$ cat src/rtl/issue_scoreboard_pkg.sv
// Shared definitions for the issue scoreboard: OP_type encodings,
// the default in-flight depth and the per-op register-usage record.
package issue_scoreboard_pkg;

    // Default maximum outstanding writes tracked per architectural register.
    localparam int SB_MAX_INFLIGHT = 3;

    // Decoder OP_type encodings (one-hot, 7 bits).
    localparam logic [6:0] R_TYPE = 7'b000_0001;
    localparam logic [6:0] I_TYPE = 7'b000_0010;
    localparam logic [6:0] S_TYPE = 7'b000_0100;
    localparam logic [6:0] B_TYPE = 7'b000_1000;
    localparam logic [6:0] U_TYPE = 7'b001_0000;
    localparam logic [6:0] J_TYPE = 7'b010_0000;
    localparam logic [6:0] X_TYPE = 7'b100_0000;

    // Which register fields an instruction actually reads or writes.
    typedef struct packed {
        logic uses_rs1;
        logic uses_rs2;
        logic writes_rd;
    } reg_use_t;

endpackage

$ cat src/rtl/issue_scoreboard_counter.sv
// Per-register in-flight write counter. Counts up on issue, down on
// retire; a simultaneous inc and dec leaves the count unchanged.
module sb_reg_counter
    import issue_scoreboard_pkg::*;
#(
    parameter int MAX_INFLIGHT = SB_MAX_INFLIGHT,
    parameter int CNT_W        = $clog2(MAX_INFLIGHT + 1)
) (
    input  logic clk,
    input  logic rst,
    input  logic inc,
    input  logic dec,
    output logic zero,
    output logic full
);

    logic [CNT_W-1:0] cnt;

    // Up/down count; the caller guarantees inc only when not full and dec only when not zero.
    always_ff @(posedge clk) begin
        if (rst) begin
            cnt <= '0;
        end else if (inc && !dec) begin
            cnt <= cnt + CNT_W'(1);
        end else if (dec && !inc) begin
            cnt <= cnt - CNT_W'(1);
        end
    end

    assign zero = (cnt == '0);
    assign full = (cnt == CNT_W'(MAX_INFLIGHT));

endmodule

$ cat src/rtl/issue_scoreboard.sv
// Register scoreboard between decode and execute. Holds the ID-stage
// instruction while a source has an outstanding write or its destination
// already has MAX_INFLIGHT writes pending, and counts hazard stalls.
module issue_scoreboard
    import issue_scoreboard_pkg::*;
#(
    parameter int REG_NUM      = 32,
    parameter int REG_ADDR_W   = 5,
    parameter int MAX_INFLIGHT = SB_MAX_INFLIGHT,
    parameter int PERF_W       = 16
) (
    input  logic                  clk,
    input  logic                  rst,
    input  logic                  id_valid,
    input  logic [REG_ADDR_W-1:0] id_rs1,
    input  logic [REG_ADDR_W-1:0] id_rs2,
    input  logic [REG_ADDR_W-1:0] id_rd,
    input  logic [6:0]            id_op_type,
    input  logic                  ex_ready,
    input  logic                  flush,
    output logic                  id_ready,
    output logic                  issue_fire,
    output logic                  illegal,
    input  logic                  wb_valid,
    input  logic [REG_ADDR_W-1:0] wb_rd,
    output logic [REG_NUM-1:0]    busy_mask,
    output logic [PERF_W-1:0]     stall_cnt,
    output logic                  wb_underflow
);

    reg_use_t           use_q;
    logic [REG_NUM-1:0] zero;
    logic [REG_NUM-1:0] full;
    logic               hazard;
    logic               stall_evt;
    logic               wb_err;

    // Decode which register fields the current op type touches.
    always_comb begin
        use_q = '0;
        case (id_op_type)
            R_TYPE:         use_q = '{uses_rs1: 1'b1, uses_rs2: 1'b1, writes_rd: 1'b1};
            I_TYPE:         use_q = '{uses_rs1: 1'b1, uses_rs2: 1'b0, writes_rd: 1'b1};
            S_TYPE, B_TYPE: use_q = '{uses_rs1: 1'b1, uses_rs2: 1'b1, writes_rd: 1'b0};
            U_TYPE, J_TYPE: use_q = '{uses_rs1: 1'b0, uses_rs2: 1'b0, writes_rd: 1'b1};
            default:        use_q = '0;
        endcase
    end

    // x0 is hardwired: never busy, never full.
    assign zero[0] = 1'b1;
    assign full[0] = 1'b0;

    for (genvar i = 1; i < REG_NUM; i++) begin : g_cnt
        logic inc;
        logic dec;
        assign inc = issue_fire && use_q.writes_rd && (id_rd == REG_ADDR_W'(i));
        assign dec = wb_valid && (wb_rd == REG_ADDR_W'(i)) && !zero[i];
        sb_reg_counter #(
            .MAX_INFLIGHT (MAX_INFLIGHT)
        ) u_cnt (
            .clk  (clk),
            .rst  (rst),
            .inc  (inc),
            .dec  (dec),
            .zero (zero[i]),
            .full (full[i])
        );
    end

    // Sources are blocked by any pending write; destination only when its counter is full.
    assign hazard = (use_q.uses_rs1 && !zero[id_rs1])
                  | (use_q.uses_rs2 && !zero[id_rs2])
                  | (use_q.writes_rd && full[id_rd]);

    assign id_ready   = ex_ready && !flush && !hazard;
    assign issue_fire = id_valid && id_ready;
    assign illegal    = id_valid && (id_op_type == X_TYPE);
    assign busy_mask  = ~zero;

    assign stall_evt = id_valid && ex_ready && !flush && hazard;
    assign wb_err    = wb_valid && (wb_rd != '0) && zero[wb_rd];

    // Saturating count of cycles lost to register hazards.
    always_ff @(posedge clk) begin
        if (rst) begin
            stall_cnt <= '0;
        end else if (stall_evt && (stall_cnt != '1)) begin
            stall_cnt <= stall_cnt + PERF_W'(1);
        end
    end

    // Sticky flag for a writeback to a register with nothing in flight.
    always_ff @(posedge clk) begin
        if (rst) begin
            wb_underflow <= 1'b0;
        end else if (wb_err) begin
            wb_underflow <= 1'b1;
        end
    end

endmodule

$ cat config.mk
export PLATFORM = sky130hd
export DESIGN_NAME = issue_scoreboard
export DESIGN_NICKNAME = d
export VERILOG_FILES = /design/src/rtl/issue_scoreboard_pkg.sv /design/src/rtl/issue_scoreboard_counter.sv /design/src/rtl/issue_scoreboard.sv
export SDC_FILE = /design/constraint.sdc
export NUM_CORES = 1
export LEC_CHECK = 0
export BUFFER_PORTS_ARGS = -buffer_cell sky130_fd_sc_hd__buf_2
export CORE_MARGIN = 10
export CORE_UTILIZATION = 39
export CTS_CLUSTER_DIAMETER = 50
export CTS_CLUSTER_SIZE = 16
export DETAILED_ROUTE_END_ITERATION = 8
export PLACE_DENSITY = 0.66
export RECOVER_POWER = 100
export SLEW_MARGIN = 15
export SYNTH_ARGS = -nofsm -noshare
export SYNTH_HDL_FRONTEND = slang
export SYNTH_HIERARCHICAL = 1
export SYNTH_SLANG_ARGS = --single-unit
$ cat constraint.sdc
create_clock -name clk -period 5.1 [get_ports clk]
set_input_delay 1.53 -clock clk [delete_from_list [all_inputs] [get_ports clk]]
set_output_delay 1.53 -clock clk [all_outputs]
set_load 0.02 [all_outputs]
==> metrics.md <==
| Metric | Value |
|---|---|
| Outcome | completed |
| WP data required | 3.57 ns |
| Initial drt markers | 437 |
| VDD IR-drop max | 0.147 mV |
| Power Density | 209 nW/µm² |
| RD Place Congestion | 0.915 |
| Layout area overhead | 14.1% |
| Syn Area/Cell | 8.19 µm² |
| Mapped Area | 5990 µm² |
| Dpl ws | 0.147 ns |
| Die area | 20,700 µm² |
| Final Hold Viols | 0 |
| Post-DR wirelength/cell | 17.2 µm |
| Slew HR | 25.8% |
| Worst Hold Class | flop to flop |
| Initial antenna violation count | 4 |
| Post-synth EDFFs | 0 |
| R2r setup slk | 1.23 ns |
| Vias in the first global route | 5,198 |
| Ys Warns | 6 |
| Sw Share | 23.5% |
| M1 GR Usage | 20.9% |
| FMAX | 0.201 GHz |
| First-pass DRT Iterations | 5 |
| Largest area contributor in the netlist | dfxtp_1 |
| Port Buffers | 83 |
| Core Rows | 45 |
| Clock latency on the worst-skew pair | 0.35 ns |
| Aggregate routed wire length | 17,200 µm |
| Netlist cell types | 50 |
| Ys flop type | dfxtp_1 |
| M2 GR Usage | 26.1% |
| Detailed-route via count | 5,613 |
| Commonest non-fill, non-tap cell in the layout | nor2_1 |
| First-pass GRT wire length | 27,000 µm |
| CTS max path bufs | 2 |
| Final Net Count | 871 |
| Antenna viol nets, final | 0 |
| CTS Root Cell | clkbuf_16 |
| Critical path class | input pin to output port |
| Initial Util | 39.6% |
| GR peak layer | met2 |
| Clock sink count | 79 |
| Largest net degree at the start of global routing | 45 |
| Register area share after synthesis | 26.4% |
| P_int | 0.00110 W |
| Share of cells above drive strength 1 | 15.2% |
| Fraction of the cycle the final worst path needs | 97.4% |
| Post-CTS Setup Bufs | 0 |
| Clock transition at the registers of the reported paths | 0.06 ns |
| Post-DP HPWL | 13,100 µm |
| Num CTS Buffers | 9 |
| I/O pins | 85 |
| Final min period | 4.97 ns |
| Max-slew violations | 0 |
| Gates resized, CTS repair | 0 |
| GRT Total Usage | 16.4% |
| Switching Power | 0.000336 W |
| Crit. End Element | output port |
| Commonest cells after routing, fill and taps aside | 91 x nor2_1, 79 x dfxtp_1, 75 x inv_1 |
| Worst-Margin Slew | 1.11 ns |
| Lkg Pwr | 2.82 nW |
| DRC violations left | 0 |
| H-Tree Depth | 3 |
| GR met3 Demand/Resource | 3.56% |
| # fillers | 1,507 |
| Largest fanout on the critical path | 10 |
| Cell count after synthesis | 732 |
| Clock skew | 0.00791 ns |
| Die Y | 144 µm |
| RSZ-0062 raised after global routing | false |
| Setup TNS | 0 ns |
| Reg power frac | 43.2% |
| Gr ovfl total | 0 |
| Async SR Flop Fraction | 0% |
| CP arrival | 3.44 ns |
| Die Wd | 144 µm |
| Final setup vio count | 0 |
| Setup ws final | 0.135 ns |
| Share of power burned in combinational logic | 7.7% |
| Net Count, Synth | 797 |
| Register bit total from synthesis | 79 |
| Max-cap violations | 0 |
| Post-synth top area share | 26.4% |
| CP Launch Type | input pin |
| Synth area leaders | dfxtp_1 26%, mux4_2 10%, xor2_1 9.4%, ha_1 6.7%, nor2_1 5.7% |
| CORE AREA | 15,100 µm² |
| Clock power frac | 49.1% |
| TritonCTS clock tree | built |
| Cts-stage hold buffer count | 0 |
| Vias per cell | 5.61 |
==> kinds of logic (layout without fill, tap and decap cells) <==
logic type	Yosys count	count (layout)	synth area share, %
simple gates	288	288	25.7
compound gates	121	121	12.0
buf+inv	104	183	6.89
flops	79	79	26.4
xor+xnor	64	64	9.35
mux	43	43	12.9
fa+ha+maj	32	32	6.68
other cells	1	2	0.0626
==> layer usage <==
metal,vias up,wire length [µm]
met1,2619,7390
met5,-,63
met2,215,7980
li1,2728,-
met3,43,1370
met4,8,386
==> cell type report <==
type                            count  area (µm²)  share of cell area (%)
Multi-Input combinational cell    549        4000                    58.5
Clock buffer                       11         243                    3.55
Antenna cell                        1        2.50                  0.0366
Inverter                           75         282                    4.12
Tap cell                          188         235                    3.44
Clock inverter                      5        81.3                    1.19
Sequential cell                    79        1580                    23.1
Timing Repair Buffer               92         415                    6.08
==> state kept, by name, indices dropped and copies added, names as in the netlist <==
register         count
wb_underflow         1
stall_cnt           16
g_cnt.u_cnt/cnt     62
==> synthesized netlist by cell type, types with 2 or more instances <==
master	n
and2_1	5
nand2b_1	5
ha_1	32
and3b_1	2
a22oi_1	3
mux2i_1	12
nor3_1	40
buf_2	8
and4_1	4
inv_1	75
or4_1	10
o31ai_1	10
and3_1	4
and2_2	31
mux2_2	4
o2111ai_1	6
nor2_1	91
nand3b_1	5
a221oi_1	2
or3b_2	2
nand3_1	16
o311ai_0	4
clkbuf_1	17
nand2_1	17
o41ai_1	2
a21oi_1	47
dfxtp_1	79
mux4_2	27
nor2b_1	6
xor2_1	64
o21ai_0	39
or3_1	35
or2_2	3
nand4_1	9
==> worst paths after layout <==
path | startpoint | end | cells after the start
setup / recovery | id_rs2[2] | id_ready | 8
hold / removal | wb_underflow$_SDFFE_PP0P_ | wb_underflow$_SDFFE_PP0P_ | 2
setup reg to reg | g_cnt[15].u_cnt/cnt[0]$_SDFFE_PP0P_ | g_cnt[3].u_cnt/cnt[1]$_SDFFE_PP0P_ | 12
hold reg to reg | wb_underflow$_SDFFE_PP0P_ | wb_underflow$_SDFFE_PP0P_ | 2
==> power by group through the flow <==
stage / sequential, W / clock (W) / combinational, W
after global placement: 0.000632 / 0 / 0.000108
final: 0.000618 / 0.000703 / 0.000110
after global routing: 0.000618 / 0.000746 / 0.000119
after floorplan: 0.000633 / 0 / 0.0000639
after detailed placement: 0.000632 / 0 / 0.000109
after CTS: 0.000618 / 0.000721 / 0.000109
==> per-stage QoR <==
stage / power [W] / utilization (%) / instance area, µm² / std cells / hold WS, ns
after floorplan: 0.000697 / - / 5990 / 732 / 0.461
after global placement: 0.000740 / 43.4 / 6580 / 983 / 0.447
after detailed placement: 0.000741 / 43.4 / 6580 / 983 / 0.456
after CTS: 0.00145 / 45.6 / 6900 / 999 / 0.472
after global routing: 0.00148 / 45.1 / 6840 / 999 / 0.516
final: 0.00143 / 45.1 / 6840 / 1000 / 0.469
==> worst max-delay path, stage by stage <==
cell	delay (ns)
buf_2	0.20
mux2i_1	0.21
a211oi_1	0.13
nor4b_1	0.52
o2111ai_1	0.26
o211a_2	0.25
and3b_1	0.17
clkbuf_2	0.15
No activity file was read; power rests on OpenSTA's default activity.
